<file path="config.mk">
export PLATFORM = sky130hd
export DESIGN_NAME = rgb565_gray_stream
export DESIGN_NICKNAME = d
export VERILOG_FILES = /design/src/rtl/rgb565_gray_stream.sv
export SDC_FILE = /design/constraint.sdc
export NUM_CORES = 1
export LEC_CHECK = 0
export CORE_MARGIN = 5
export CORE_UTILIZATION = 45
export DETAILED_ROUTE_END_ITERATION = 12
export GPL_TIMING_DRIVEN = 0
export SLEW_MARGIN = 10
export SYNTH_ARGS = -nofsm -noshare
export SYNTH_HDL_FRONTEND = slang
export SYNTH_SLANG_ARGS = --single-unit
</file>
<file path="constraint.sdc">
create_clock -name clk -period 7.66 [get_ports clk]
set_input_delay 1.532 -clock clk [delete_from_list [all_inputs] [get_ports clk]]
set_output_delay 1.532 -clock clk [all_outputs]
set_load 0.05 [all_outputs]
</file>
<file path="src/rtl/rgb565_gray_stream.sv">
// RGB565 pixel stream to 8-bit luma with frame coordinate tagging.
// Two-stage stallable pipeline; the first stage registers weighted channel products and tags.
module rgb565_gray_stream #(
  parameter int unsigned WIDTH  = 640,
  parameter int unsigned HEIGHT = 480,
  parameter int unsigned XW     = 10,
  parameter int unsigned YW     = 9
) (
  input  logic          clk,
  input  logic          reset,
  input  logic          in_valid,
  output logic          in_ready,
  input  logic          in_sync,
  input  logic [15:0]   in_data,
  output logic          out_valid,
  input  logic          out_ready,
  output logic [7:0]    out_data,
  output logic [XW-1:0] out_x,
  output logic [YW-1:0] out_y,
  output logic          out_sof,
  output logic          out_eol,
  output logic          out_eof,
  output logic          frame_err
);

  localparam int unsigned PW = 16;
  localparam logic [XW-1:0] X_LAST = XW'(WIDTH - 1);
  localparam logic [YW-1:0] Y_LAST = YW'(HEIGHT - 1);
  localparam logic [PW-1:0] COEF_R = PW'(77);
  localparam logic [PW-1:0] COEF_G = PW'(150);
  localparam logic [PW-1:0] COEF_B = PW'(29);

  // Coordinate tracking state
  logic [XW-1:0] x_q, x_d;
  logic [YW-1:0] y_q, y_d;
  logic          locked_q, locked_d;
  logic          seen_sync_q, seen_sync_d;
  logic          drop_run_q, drop_run_d;
  logic          frame_err_q, frame_err_d;

  // Stage 1 registers
  logic          s1_valid_q;
  logic [PW-1:0] s1_r_q, s1_g_q, s1_b_q;
  logic [XW-1:0] s1_x_q;
  logic [YW-1:0] s1_y_q;
  logic          s1_sof_q, s1_eol_q, s1_eof_q;

  // Stage 2 (output) registers
  logic          out_valid_q;
  logic [7:0]    out_data_q;
  logic [XW-1:0] out_x_q;
  logic [YW-1:0] out_y_q;
  logic          out_sof_q, out_eol_q, out_eof_q;

  logic          advance_c;
  logic          accept_c;
  logic          keep_c;
  logic [XW-1:0] tag_x_c;
  logic [YW-1:0] tag_y_c;
  logic [7:0]    r8_c, g8_c, b8_c;

  assign advance_c = ~out_valid_q | out_ready;
  assign accept_c  = in_valid & advance_c;
  assign in_ready  = advance_c;

  // Replicate MSBs so full-scale channels map to 255
  assign r8_c = {in_data[15:11], in_data[15:13]};
  assign g8_c = {in_data[10:5],  in_data[10:9]};
  assign b8_c = {in_data[4:0],   in_data[4:2]};

  // Tag selection, lock tracking and framing-error detection for the accepted pixel
  always_comb begin
    x_d         = x_q;
    y_d         = y_q;
    locked_d    = locked_q;
    seen_sync_d = seen_sync_q;
    drop_run_d  = drop_run_q;
    frame_err_d = 1'b0;
    keep_c      = 1'b0;
    tag_x_c     = x_q;
    tag_y_c     = y_q;

    if (accept_c) begin
      if (in_sync) begin
        keep_c      = 1'b1;
        tag_x_c     = '0;
        tag_y_c     = '0;
        locked_d    = 1'b1;
        seen_sync_d = 1'b1;
        drop_run_d  = 1'b0;
        frame_err_d = locked_q & ((x_q != '0) | (y_q != '0));
      end else if (locked_q) begin
        keep_c = 1'b1;
      end else begin
        // Only the first pixel of a discarded run is an error, and only once a sync was seen
        frame_err_d = seen_sync_q & ~drop_run_q;
        drop_run_d  = 1'b1;
      end

      if (keep_c) begin
        if ((tag_x_c == X_LAST) && (tag_y_c == Y_LAST)) begin
          x_d      = '0;
          y_d      = '0;
          locked_d = 1'b0;
        end else if (tag_x_c == X_LAST) begin
          x_d = '0;
          y_d = tag_y_c + YW'(1);
        end else begin
          x_d = tag_x_c + XW'(1);
          y_d = tag_y_c;
        end
      end
    end
  end

  // Coordinate and framing state
  always_ff @(posedge clk or negedge reset) begin
    if (!reset) begin
      x_q         <= '0;
      y_q         <= '0;
      locked_q    <= 1'b0;
      seen_sync_q <= 1'b0;
      drop_run_q  <= 1'b0;
      frame_err_q <= 1'b0;
    end else begin
      x_q         <= x_d;
      y_q         <= y_d;
      locked_q    <= locked_d;
      seen_sync_q <= seen_sync_d;
      drop_run_q  <= drop_run_d;
      frame_err_q <= frame_err_d;
    end
  end

  // Stage 1: weighted products and tag flags
  always_ff @(posedge clk or negedge reset) begin
    if (!reset) begin
      s1_valid_q <= 1'b0;
      s1_r_q     <= '0;
      s1_g_q     <= '0;
      s1_b_q     <= '0;
      s1_x_q     <= '0;
      s1_y_q     <= '0;
      s1_sof_q   <= 1'b0;
      s1_eol_q   <= 1'b0;
      s1_eof_q   <= 1'b0;
    end else if (advance_c) begin
      s1_valid_q <= keep_c;
      s1_r_q     <= PW'(r8_c) * COEF_R;
      s1_g_q     <= PW'(g8_c) * COEF_G;
      s1_b_q     <= PW'(b8_c) * COEF_B;
      s1_x_q     <= tag_x_c;
      s1_y_q     <= tag_y_c;
      s1_sof_q   <= (tag_x_c == '0) && (tag_y_c == '0);
      s1_eol_q   <= (tag_x_c == X_LAST);
      s1_eof_q   <= (tag_x_c == X_LAST) && (tag_y_c == Y_LAST);
    end
  end

  // Stage 2: coefficients sum to 256, so the top byte of the 16-bit sum is the luma
  always_ff @(posedge clk or negedge reset) begin
    if (!reset) begin
      out_valid_q <= 1'b0;
      out_data_q  <= '0;
      out_x_q     <= '0;
      out_y_q     <= '0;
      out_sof_q   <= 1'b0;
      out_eol_q   <= 1'b0;
      out_eof_q   <= 1'b0;
    end else if (advance_c) begin
      out_valid_q <= s1_valid_q;
      out_data_q  <= 8'((s1_r_q + s1_g_q + s1_b_q) >> 8);
      out_x_q     <= s1_x_q;
      out_y_q     <= s1_y_q;
      out_sof_q   <= s1_sof_q;
      out_eol_q   <= s1_eol_q;
      out_eof_q   <= s1_eof_q;
    end
  end

  assign out_valid = out_valid_q;
  assign out_data  = out_data_q;
  assign out_x     = out_x_q;
  assign out_y     = out_y_q;
  assign out_sof   = out_sof_q;
  assign out_eol   = out_eol_q;
  assign out_eof   = out_eof_q;
  assign frame_err = frame_err_q;

endmodule

</file>
==> impl_metrics.yaml, run 1 <==
finish:
  layout-drive-gt1-share_pct: 4.39
  mostFrequentLayoutCell: "nand2_1"
  multi_input_area_um2: 5360
  fill_cells: 1845
  synthToLayoutAreaGrowth_pct: 16.9
  nNetsFinal: 1229
  seqCellArea_um2: 3000
  postLayoutCoreUtil_pct: 53.3
  mostFrequentLayoutCells: "nand2_1 (168), dfrtp_1 (120), ha_1 (114)"
  diodes: 0
  final-instance-count-excl-fill: 1336
global_route:
  antenna_found_initial: 0
  grt_pass1_wl_mm: 37.7
  grt_max_degree: 80
  gr-usage-all-layers_pct: 21.3
  overflow: 0
  first_global_vias: 7102
die:
  die_y_um: 150
  fp-row-count: 51
  dieArea_um2: 22600
  core_um2: 19500
  ios: 54
  start_util_pct: 45.6
  die_w_um: 150
worst_setup_path:
  r2r_setup_slack_ps: 4770
  r2r_cells: 9
  timing.rr.end: "out_data[0]"
  reg2reg_from: "s1_r_q[3]"
  critPathLaunch: "out_ready"
  path_cells: "clkdlybuf4s50_1 > nor2b_1 > inv_1 > clkbuf_1 > clkbuf_1 > buf_1 > clkdlybuf4s50_1"
  cp.required_ps: 6130
  setup.worst_path.class: "in2out"
  max_stage_delay_ps: 920
  endpoint: "in_ready"
  start_kind: "input port"
  crit_fanout: 10
  cp.arrival_ps: 4650
  slowest_stage: "clkdlybuf4s50_1"
  crit_path_end_kind: "primary output"
synthesis:
  synth_top_cell_by_area: "dfrtp_1"
  syn_area_per_cell_um2: 9.00
  synth_top_area_share_pct: 33.8
  synthFlopType: "dfrtp_1"
  synthCells: 986
  synthArstFlopShare_pct: 100
  synth_edf_count: 0
  ys_top_cells_by_area: "dfrtp_1 (34%), ha_1 (16%), fa_1 (8.1%)"
  ys_seq_elements: 120
  synth.distinct_cells: 61
  syn_area_um2: 8880
  yosysSeqAreaShare_pct: 33.8
  synth_nets: 1157
  ys_warn_count: 0
timing:
  hold_viol: 0
  drv_slew: 0
  relSlewSlack_pct: 38.7
  fmax_mhz: 162
  rsz0062_at_grt: "false"
  worst_pin_slew_ps: 912
  min_period_ps: 6180
  skew_ps: 8.28
  setup_viol: 0
  tns_ps: 0
  min_period_over_period_pct: 80.7
route:
  drc: 0
  num_vias: 7210
  drtPass1Iterations: 5
  ant_nets: 0
  drt-total-wl_mm: 22.8
  routedWlPerCell_um: 17.1
  drt_iter0_markers: 474
  viasPerCell: 5.40
clock_tree:
  clk_pin_slew_ps: 60
  post-cts-setup-buffer-count: 0
  root_buffer: "clkbuf_16"
  clk_path_buf_depth: 2
  cts.sinks: 120
  worst_skew_pair.late_latency_ps: 420
  numCtsBuffers: 17
  htree_levels: 4
  cts_tree: "done"
  cts-resized-gates: 0
  cts_hold_buffers: 0
outcome:
  status: "complete, no violations"
flow_run:
  cap_violations: 0
place:
  io_buffers: 52
  post-place-cells: 1304
  place_hpwl_mm: 17.5
  routabilityCongestion: 0.848
hold_path:
  min_from: "out_y[6]"
  hp-class: "reg2reg"
power_and_ir_drop:
  powerDensity_nw_per_um2: 365
  ir_drop_v: 0.000218
  power.leakage_nw: 4.96
  finalPower_w: 0.00379
worst min-delay path by stage:
stage                     slack [ps]  cells after the start     endpoint
after floorplan                  430                      1  seen_sync_q
after global placement           450                      1    out_valid
after detailed placement         450                      1    out_valid
after CTS                        470                      2     out_y[3]
after global routing             490                      2     out_y[0]
final                            460                      2     out_y[6]
registers in the layout, summed over array words and instances, names as in the netlist, 8 cells and up:
register	count
s1_g_q	15
s1_r_q	15
s1_b_q	13
out_x	10
s1_x_q	10
x_q	10
out_y	9
s1_y_q	9
y_q	9
out_data	8
critical path, delay by kind of cell:
family                 cells  cell delay [ps]
buffers and inverters      6             3000
and+or+nand+nor            1              100
per-stage QoR:
step	instance area (um2)	setup WS (ps)	hold WS (ps)
2_1_floorplan	8880	2920	425
3_3_place_gp	9730	179	451
3_5_place_dp	9760	1480	451
4_1_cts	10400	1470	468
5_1_grt	10400	1340	493
6_report	10400	1480	464
cells in the mapped netlist (4+ instances only):
library cell,number
a211oi_1,8
clkbuf_1,34
dfrtp_1,120
o21a_1,6
fa_1,36
nand2b_1,7
a31oi_1,5
xor2_1,14
mux2i_1,6
nor2b_1,10
nor2_1,46
nor3_1,26
inv_1,95
o211ai_1,7
nand2_1,168
a41oi_1,4
nor4_1,9
xnor2_1,9
nand3_1,21
a21o_1,15
o2111ai_1,5
ha_1,114
and3_1,11
a21oi_1,62
nand4_1,9
nand3b_1,6
a221oi_1,5
buf_1,6
o31ai_1,8
o21ai_0,55
nor3b_1,9
layout make-up:
class | count | area share [%]
Multi-Input combinational cell | 729 | 51.6
Sequential cell | 120 | 28.9
Timing Repair Buffer | 53 | 5.29
Clock buffer | 18 | 4.13
Inverter | 95 | 3.44
Tap cell | 265 | 3.19
Clock inverter | 14 | 1.80
Buffer | 42 | 1.60
cell families after synthesis:
kind of cell	share of synthesized area (%)
XOR/XNOR	2.27
adder cells (fa/ha/maj)	24.2
buffers and inverters	5.89
AO/OA/AOI/OAI	14.2
AND/OR/NAND/NOR	18.6
multiplexers	0.930
flip-flops	33.8
per-layer routing:
| layer | part of all wire, % | track usage (%) |
|---|---|---|
| met1 | 48 | 31.3 |
| met2 | 46 | 33.5 |
| met3 | 4.8 | 3.76 |
| met4 | 0.75 | 3.93 |
| met5 | 0 | 0 |
report_power, final:
group / leakage (nW) / internal [W] / switching (W)
logic: 3.15 / 0.000783 / 0.00124
registers: 1.52 / 0.000793 / 0.000122
clock network: 0.300 / 0.000521 / 0.000322
Power figures use the tool's default switching activity.
==> run 2, diff against run 1 <==
Clock period 7.66 ns to 6.1 ns, I/O delays scaled along.
==> results of run 2 <==
Same layout as run 1 (identical final DEF). Status: complete, no violations.
Main changes from that run: setup slack after placement 1480 ps -> 546 ps; setup slack after layout 1480 ps -> 545 ps; register-to-register setup slack 4770 ps -> 3210 ps; total power 0.00379 W -> 0.00475 W; worst IR drop on VDD 0.000218 V -> 0.000274 V
==> run 3, diff against run 2 <==
Settings changed: CORE_UTILIZATION 45 to 53, PLACE_DENSITY set to 0.72.
==> run 3 against run 2 <==
Final cell count decreased by 3.4%. Sequential share of layout area increased by 0.28 points. Non-clock buffer count unchanged. Routed wire length decreased by 4.1%. Global-route usage grew 2.0 points. Maximum frequency up 1.0%. First-iteration DRC count rose by 33%. Final area fell by 0.95%. Sequential cell count is the same. Clock skew increased by 1.7 ps. Highest routed layer unchanged.
==> impl_metrics.yaml, run 3 (synthesized netlist as in run 1, its figures left out) <==
finish:
  layout-drive-gt1-share_pct: 4.20
  diodes: 0
  mostFrequentLayoutCell: "nand2_1"
  final-instance-count-excl-fill: 1291
  nNetsFinal: 1229
  mostFrequentLayoutCells: "nand2_1 (168), dfrtp_1 (120), ha_1 (114)"
  synthToLayoutAreaGrowth_pct: 15.8
  fill_cells: 1402
  largestRegisters: "s1_g_q (15), s1_r_q (15), s1_b_q (13)"
global_route:
  antenna_found_initial: 0
  grt_pass1_wl_mm: 36.9
  grt_max_degree: 81
  gr-usage-met2_pct: 36.0
  grtUsageMet3_pct: 4.22
  first_global_vias: 7136
  use_met1_pct: 33.5
  gr-usage-all-layers_pct: 23.4
  grt_busiest_layer: "met2"
  overflow: 0
worst_setup_path:
  cp.required_ps: 4880
  r2r_setup_slack_ps: 3100
  path_cells: "clkdlybuf4s50_1 > nor2b_1 > inv_1 > clkbuf_1 > clkbuf_1 > buf_1 > clkdlybuf4s50_1"
  crit_family: "buffers and inverters"
  crit_path_end_kind: "primary output"
  max_stage_delay_ps: 920
  slowest_stage: "clkdlybuf4s50_1"
  crit_fanout: 10
  setup.worst_path.class: "in2out"
  crit_buf_inv: 6
  cp.arrival_ps: 4280
  start_kind: "input port"
clock_tree:
  cts.sinks: 120
  clk_path_buf_depth: 2
  cts_tree: "done"
  numCtsBuffers: 17
  root_buffer: "clkbuf_16"
  worst_skew_pair.late_latency_ps: 420
  post-cts-setup-buffer-count: 0
  clk_pin_slew_ps: 60
  htree_levels: 4
  cts-resized-gates: 0
  cts_hold_buffers: 0
timing:
  worst_pin_slew_ps: 1190
  rsz0062_at_grt: "false"
  drv_slew: 0
  hold_viol: 0
  min_period_ps: 5500
  relSlewSlack_pct: 20.2
  skew_ps: 10.0
  setup_viol: 0
  min_period_over_period_pct: 90.2
  fmax_mhz: 182
route:
  drt_iter0_markers: 630
  ant_nets: 0
  viasPerCell: 5.68
  drc: 0
  routedWlPerCell_um: 17.0
  num_vias: 7328
  drt-total-wl_mm: 21.9
  drtPass1Iterations: 5
power_and_ir_drop:
  powerDensity_nw_per_um2: 456
  finalPower_w: 0.00469
  power.leakage_nw: 4.94
  ir_drop_v: 0.000417
die:
  dieArea_um2: 19400
  ios: 54
  die_y_um: 139
  fp-row-count: 47
  core_um2: 16500
  start_util_pct: 53.7
  die_w_um: 139
hold_path:
  hp-class: "reg2reg"
outcome:
  status: "complete, no violations"
place:
  io_buffers: 52
  routabilityCongestion: 0.922
  post-place-cells: 1259
  place_hpwl_mm: 16.8
flow_run:
  cap_violations: 0
## run 3: area by class of cell
| type | instances | area [um2] | area share [%] |
|---|---|---|---|
| clock buffers | 19 | 433 | 4.21 |
| plain buffers | 42 | 166 | 1.62 |
| flip-flops and latches | 120 | 3000 | 29.2 |
| well taps | 220 | 275 | 2.68 |
| multi-input cells | 729 | 5350 | 52.1 |
| clock inverters | 13 | 146 | 1.42 |
| repair buffers | 53 | 549 | 5.34 |
| inverters | 95 | 357 | 3.47 |
## run 3: worst register-to-register path: stages (launching register included)
cell and delay [ps]:
dfrtp_1 320, inv_1 60, fa_1 530, inv_1 50
ha_1 280, o21ai_0 280, a211oi_1 100, nor4_1 840
xor2_1 300, a21oi_1 110
## run 3: layer usage
metal | share of wire [%] | vias to the layer above | wire length, um
met2 | 46 | 230 | 10000
met4 | 2.2 | 0 | 474
met5 | 0 | - | 0
met3 | 5.5 | 45 | 1200
met1 | 47 | 3499 | 10200
li1 | - | 3554 | -
## run 3: through the flow
step | area (um2) | setup slack (ps) | hold slack, ps | utilization, % | TNS [ps]
after floorplan | 8880 | 1670 | 425 | - | 0
after global placement | 9670 | -866 | 446 | 58.5 | -102580
after detailed placement | 9700 | 629 | 451 | 58.7 | 0
after CTS | 10300 | 608 | 464 | 62.2 | 0
after global routing | 10300 | 483 | 488 | 62.2 | 0
final | 10300 | 600 | 459 | 62.2 | 0
## run 3: path summary, 6_finish.rpt
path / startpoint / end / depth (start not counted)
worst min-delay path: seen_sync_q / seen_sync_q / 1
worst max register to register: s1_r_q[3] / out_data[0] / 9
worst max-delay path: out_ready / in_ready / 7
min in group asynchronous: reset / out_x[1] / 1
max in group asynchronous: reset / s1_r_q[3] / 2
worst min register to register: seen_sync_q / seen_sync_q / 1
## run 3: power breakdown
group	leakage (nW)	internal [W]	total, W	switching [W]
combinational	3.15	0.000988	0.00255	0.00157
sequential	1.52	0.000996	0.00115	0.000157
clock	0.279	0.000605	0.000984	0.000379
==> RTL change 1, RTL diff (settings of run 1) <==
Set the parameter `XW` to 20 (it was 10).
--- a/src/rtl/rgb565_gray_stream.sv
+++ b/src/rtl/rgb565_gray_stream.sv
@@ -5,3 +5,3 @@
   parameter int unsigned HEIGHT = 480,
-  parameter int unsigned XW     = 10,
+  parameter int unsigned XW     = 20,
   parameter int unsigned YW     = 9
Interface: changed (resized out_x); port bits go from 54 to 64. The function was not compared with the original's and may differ.
==> RTL change 1 against run 1 <==
  * Wire length increased by 4.3%
  * First-iteration DRC count increased by 29%
  * Sequential cell count increased by 30
  * Count of clock-buffer cells in the layout decreased by 1
  * Sequential share of layout area increased by 4.2 points
  * Cell area increased by 9.1%
  * Clock power decreased by 0.9%
  * Area after synthesis increased by 9.6%
  * Global-route usage decreased by 1.2 points
  * Power decreased by 5.3%
  * Setup slack improved by 430 ps
  * Critical path type unchanged
==> RTL change 1: results (changes against run 1) <==
stage,metric,value,unit,change
outcome,run status,"finished, final reports clean",,
synthesis,Synth async-reset ratio,100,%,unchanged
setup_path,WP data arrival,4220,ps,-430 ps
timing,Max-slew headroom,47.8,%,+9.1 points
setup_path,R2R setup slack,4750,ps,-20 ps
global_route,first-pass GRT wire length,39400,um,+4.5%
final_layout,fraction of layout instances using a drive strength above 1,4.20,%,-0.19 points
global_route,largest net degree at the start of global routing,101,,+26%
pwr,peak supply drop,0.183,mV,-16%
detailed_routing,Detailed Routing Iterations Pass 1,4,,-1
pwr,NetSw,0.00152,W,-10%
setup_path,worst r2r src,x_q[0]$_DFFE_PN0P_,,
detailed_routing,via count,7642,,+6.0%
synthesis,post-synthesis cell count,1072,,+8.7%
place,dpl cell area,10700,um2,+9.9%
synthesis,sequential share of the synthesized area,38.6,%,+4.8 points
place,I/O Buffers,62,,+19%
detailed_routing,total wire length,23800,um,+4.3%
timing,Layout Skew,12.6,ps,+4.30 ps
global_route,total track usage,20.2,%,-1.2 points
detailed_routing,Iter 0 DRT Violations,612,,+29%
global_route,GR Util met2,29.3,%,-4.1 points
clocking,Clock Tree Buf Depth,2,,unchanged
global_route,vias in the first global route,7476,,+5.3%
detailed_routing,Via density,5.30,,-1.8%
synthesis,synth top area cells,"dfrtp_1, ha_1, nand2_1, fa_1, o21ai_0",,
place,RePlAce Congestion,0.858,,+1.3%
synthesis,Synth top cells by count,"nand2_1, dfrtp_1, ha_1",,
setup_path,Critical R2R Capture,y_q[1]$_DFFE_PN0P_,,
place,HPWL Detailed,18300,um,+4.5%
final_layout,layout net count,1325,,+7.8%
global_route,routing usage on met3,2.75,%,-1.0 points
floorplan,Die ar.,24700,um2,+8.9%
synthesis,Mapped Nets,1243,,+7.4%
place,pre-CTS setup slack,1940,ps,+461 ps
pwr,Leakage,5.48,nW,+10%
synthesis,synth unique cells,58,,-4.9%
timing,Period minus WS final,5750,ps,-431 ps
global_route,met1 Use GR,31.9,%,+0.61 points
RTL change 1: cell count changes after synthesis, sizes merged, moves of 6 or more:
cell   change
xor2       +6
nor3b     -12
dfrtp     +30
a21oi      -8
nor3      -11
o21ai     +41
o31ai     +10
inv        -9
nand2     +73
RTL change 1: cell type report:
| cell class | instances | area, um2 |
|---|---|---|
| Fill cell | 1978 | 9830 |
| Timing Repair Buffer | 63 | 653 |
| Sequential cell | 150 | 3750 |
| Inverter | 86 | 323 |
| Tap cell | 275 | 344 |
| Multi-Input combinational cell | 793 | 5470 |
| Clock buffer | 17 | 425 |
| Clock inverter | 15 | 174 |
| Buffer | 43 | 180 |
RTL change 1: worst max-delay path: stages:
cell and delay [ps]:
clkdlybuf4s50_1 460, nor2b_1 100, inv_2 140, clkbuf_1 590
clkbuf_1 490, clkdlybuf4s50_1 910
RTL change 1: how the worst min path moves through the flow:
stage	from	to	slack (ps)	depth (start not counted)
5_1_grt	s1_valid_q$_DFFE_PN0N_	out_valid$_DFFE_PN0N_	490	1
2_1_floorplan	seen_sync_q$_DFFE_PN0P_	seen_sync_q$_DFFE_PN0P_	430	1
6_report	out_eol$_DFFE_PN0N_	out_eol$_DFFE_PN0N_	460	2
3_5_place_dp	s1_valid_q$_DFFE_PN0N_	out_valid$_DFFE_PN0N_	460	1
4_1_cts	s1_x_q[2]$_DFFE_PN0N_	out_x[2]$_DFFE_PN0N_	470	2
3_3_place_gp	seen_sync_q$_DFFE_PN0P_	seen_sync_q$_DFFE_PN0P_	450	1
RTL change 1: metal layers:
metal / vias to the layer above / part of all wire (%)
met5: - / 0
met2: 145 / 42
met4: 0 / 1.2
met1: 3664 / 53
li1: 3808 / -
met3: 25 / 4.0
RTL change 1: cell families (layout without fill, tap and decap cells):
| group | after synthesis | after routing | share of synthesized area [%] |
|---|---|---|---|
| AND/OR/NAND/NOR | 389 | 389 | 17.7 |
| AO/OA/AOI/OAI | 223 | 223 | 13.5 |
| adder cells (fa/ha/maj) | 150 | 150 | 22.2 |
| flip-flops | 150 | 150 | 38.6 |
| buffers and inverters | 129 | 224 | 5.17 |
| XOR/XNOR | 28 | 28 | 2.52 |
| multiplexers | 3 | 3 | 0.322 |
RTL change 1: power groups by stage:
| stage | combinational [W] | sequential [W] | clock, W |
|---|---|---|---|
| floorplan | 0.00114 | 0.00115 | 0 |
| global placement | 0.00168 | 0.00107 | 0 |
| detailed placement | 0.00170 | 0.00107 | 0 |
| CTS | 0.00171 | 0.00105 | 0.000851 |
| global route | 0.00193 | 0.00107 | 0.000878 |
| finish | 0.00170 | 0.00105 | 0.000835 |
==> RTL change 2, RTL diff (flow settings as in run 1) <==
Made on the original files. Reset style: synchronous (`reset`), changed in 3 clocked blocks.
--- a/src/rtl/rgb565_gray_stream.sv
+++ b/src/rtl/rgb565_gray_stream.sv
@@ -116,3 +116,3 @@
   // Coordinate and framing state
-  always_ff @(posedge clk or negedge reset) begin
+  always_ff @(posedge clk) begin
     if (!reset) begin
@@ -135,3 +135,3 @@
   // Stage 1: weighted products and tag flags
-  always_ff @(posedge clk or negedge reset) begin
+  always_ff @(posedge clk) begin
     if (!reset) begin
@@ -160,3 +160,3 @@
   // Stage 2: coefficients sum to 256, so the top byte of the 16-bit sum is the luma
-  always_ff @(posedge clk or negedge reset) begin
+  always_ff @(posedge clk) begin
     if (!reset) begin
Formal check against the unedited RTL: differs if reset is asserted again (counterexample within 4 cycles, from zero or initial values and one cycle with reset low); with reset held inactive, the same outputs for 4 cycles.
==> RTL change 2 against run 1 <==
  * Sequential power is 16% lower
  * Setup slack better by 820 ps
  * Worst hold slack worse by 12 ps
  * Power is 31% lower
  * Combinational power is 48% lower
  * Cell count is 5.1% lower
  * Synthesized cell count is 3.1% lower
  * Wire length is 4.5% lower
  * Cell area is 8.1% lower
  * Area after synthesis is 8.2% lower
  * Sequential cell count stayed put
  * Register-to-register slack worse by 140 ps
==> RTL change 2: results (changes against run 1) <==
stage,metric,value,unit,change
outcome,run status,"finished, final reports clean",,
pwr,internal power,0.00161,W,-23%
global_route,first-pass GRT wire length,35500,um,-5.9%
synthesis,Mapped Nets,1126,,-2.7%
pwr,peak supply drop,0.194,mV,-11%
final_layout,fraction of layout instances using a drive strength above 1,4.91,%,+0.52 points
place,HPWL Detailed,16800,um,-4.0%
setup_path,WP data arrival,5660,ps,+1010 ps
clocking,CTS buffer count,17,,unchanged
timing,Layout Skew,11.0,ps,+2.69 ps
synthesis,synth top area cells,"dfxtp_1, ha_1, fa_1, nand2_1, a21oi_1",,
place,RePlAce Congestion,0.930,,+9.7%
synthesis,Synth top cells by count,"nand2_1, dfxtp_1, ha_1",,
synthesis,share of the synthesized area in the top cell type,29.5,%,-4.4 points
setup_path,R2R setup slack,4630,ps,-140 ps
synthesis,sequential share of the synthesized area,29.5,%,-4.4 points
global_route,largest net degree at the start of global routing,17,,-79%
synthesis,ys flop type,dfxtp_1,,
clocking,Clock Tree Buf Depth,2,,unchanged
global_route,total track usage,21.9,%,+0.52 points
detailed_routing,Iter 0 DRT Violations,372,,-22%
timing,Max-slew headroom,51.2,%,+12 points
global_route,vias in the first global route,6769,,-4.7%
place,I/O Buffers,52,,unchanged
pwr,Leakage,4.22,nW,-15%
setup_path,CP Max Fanout,8,,-2
synthesis,Synth async-reset ratio,0,%,-100 points
final_layout,layout net count,1197,,-2.6%
detailed_routing,total wire length,21800,um,-4.5%
## RTL change 2: changes by cell type after synthesis, sizes merged, moves of 8 or more
cell | run 1 | this run
a22oi | 2 | 13
dfrtp | 120 | 0
a21boi | 1 | 12
nor3 | 26 | 17
a21oi | 62 | 82
nand2 | 168 | 134
inv | 95 | 87
nor3b | 12 | 0
dfxtp | 0 | 120
## RTL change 2: stage by stage
| step | setup WS, ps | hold WS (ps) | util, % | std cells | area [um2] |
|---|---|---|---|---|---|
| floorplan | 2890 | 432 | - | 955 | 8150 |
| global placement | 1770 | 442 | 50.0 | 1236 | 8960 |
| detailed placement | 1790 | 446 | 50.0 | 1236 | 8960 |
| CTS | 2240 | 453 | 53.3 | 1268 | 9540 |
| global route | 2080 | 469 | 53.3 | 1268 | 9540 |
| finish | 2300 | 452 | 53.3 | 1268 | 9540 |
## RTL change 2: path summary, 6_finish.rpt
path	start	to	cells after the start
setup / recovery	in_data[9]	s1_g_q[15]$_SDFFE_PN0N_	14
hold / removal	s1_y_q[8]$_SDFFE_PN0N_	s1_y_q[8]$_SDFFE_PN0N_	2
hold reg to reg	s1_y_q[8]$_SDFFE_PN0N_	s1_y_q[8]$_SDFFE_PN0N_	2
setup reg to reg	s1_g_q[5]$_SDFFE_PN0N_	out_data[7]$_SDFFE_PN0N_	11
## RTL change 2: cell families after synthesis
family                     share of synthesized area, %
AOI/OAI and AO/OA                                  17.4
xor gates and xnor gates                           2.79
adders and majority gates                          26.3
buffers and inverters                              6.31
DFF                                                29.5
muxes                                             0.123
and+or+nand+nor                                    17.5
## RTL change 2: power by group through the flow
stage / Sequential (W) / Clock [W] / Combinational, W
2_1_floorplan: 0.000813 / 0 / 0.000733
4_1_cts: 0.000771 / 0.000802 / 0.00106
3_5_place_dp: 0.000784 / 0 / 0.00105
6_report: 0.000770 / 0.000794 / 0.00105
3_3_place_gp: 0.000784 / 0 / 0.00104
5_1_grt: 0.000779 / 0.000835 / 0.00120
## RTL change 2: layout make-up
type	instances	area (um2)
plain buffers	44	188
clock buffers	17	425
clock inverters	15	155
repair buffers	52	520
multi-input cells	704	5230
flip-flops and latches	120	2400
inverters	87	327
fillers	1764	8360
well taps	229	287
## RTL change 2: layer usage
layer | up-vias | wire (um) | GRT usage, %
met5 | - | 0 | 0
met4 | 0 | 362 | 5.89
met3 | 24 | 834 | 3.94
met2 | 122 | 10200 | 35.6
met1 | 3253 | 10400 | 29.9
li1 | 3464 | - | -
## RTL change 2: worst max-delay path: stages
cell and delay (ps):
clkdlybuf4s50_1 770, ha_1 330, ha_1 270, inv_1 50
fa_1 500, fa_1 510, inv_1 50, ha_1 320
or2_2 290, a21o_1 200, o311ai_1 130, a21oi_1 170
a2111oi_0 430, nor4b_1 100
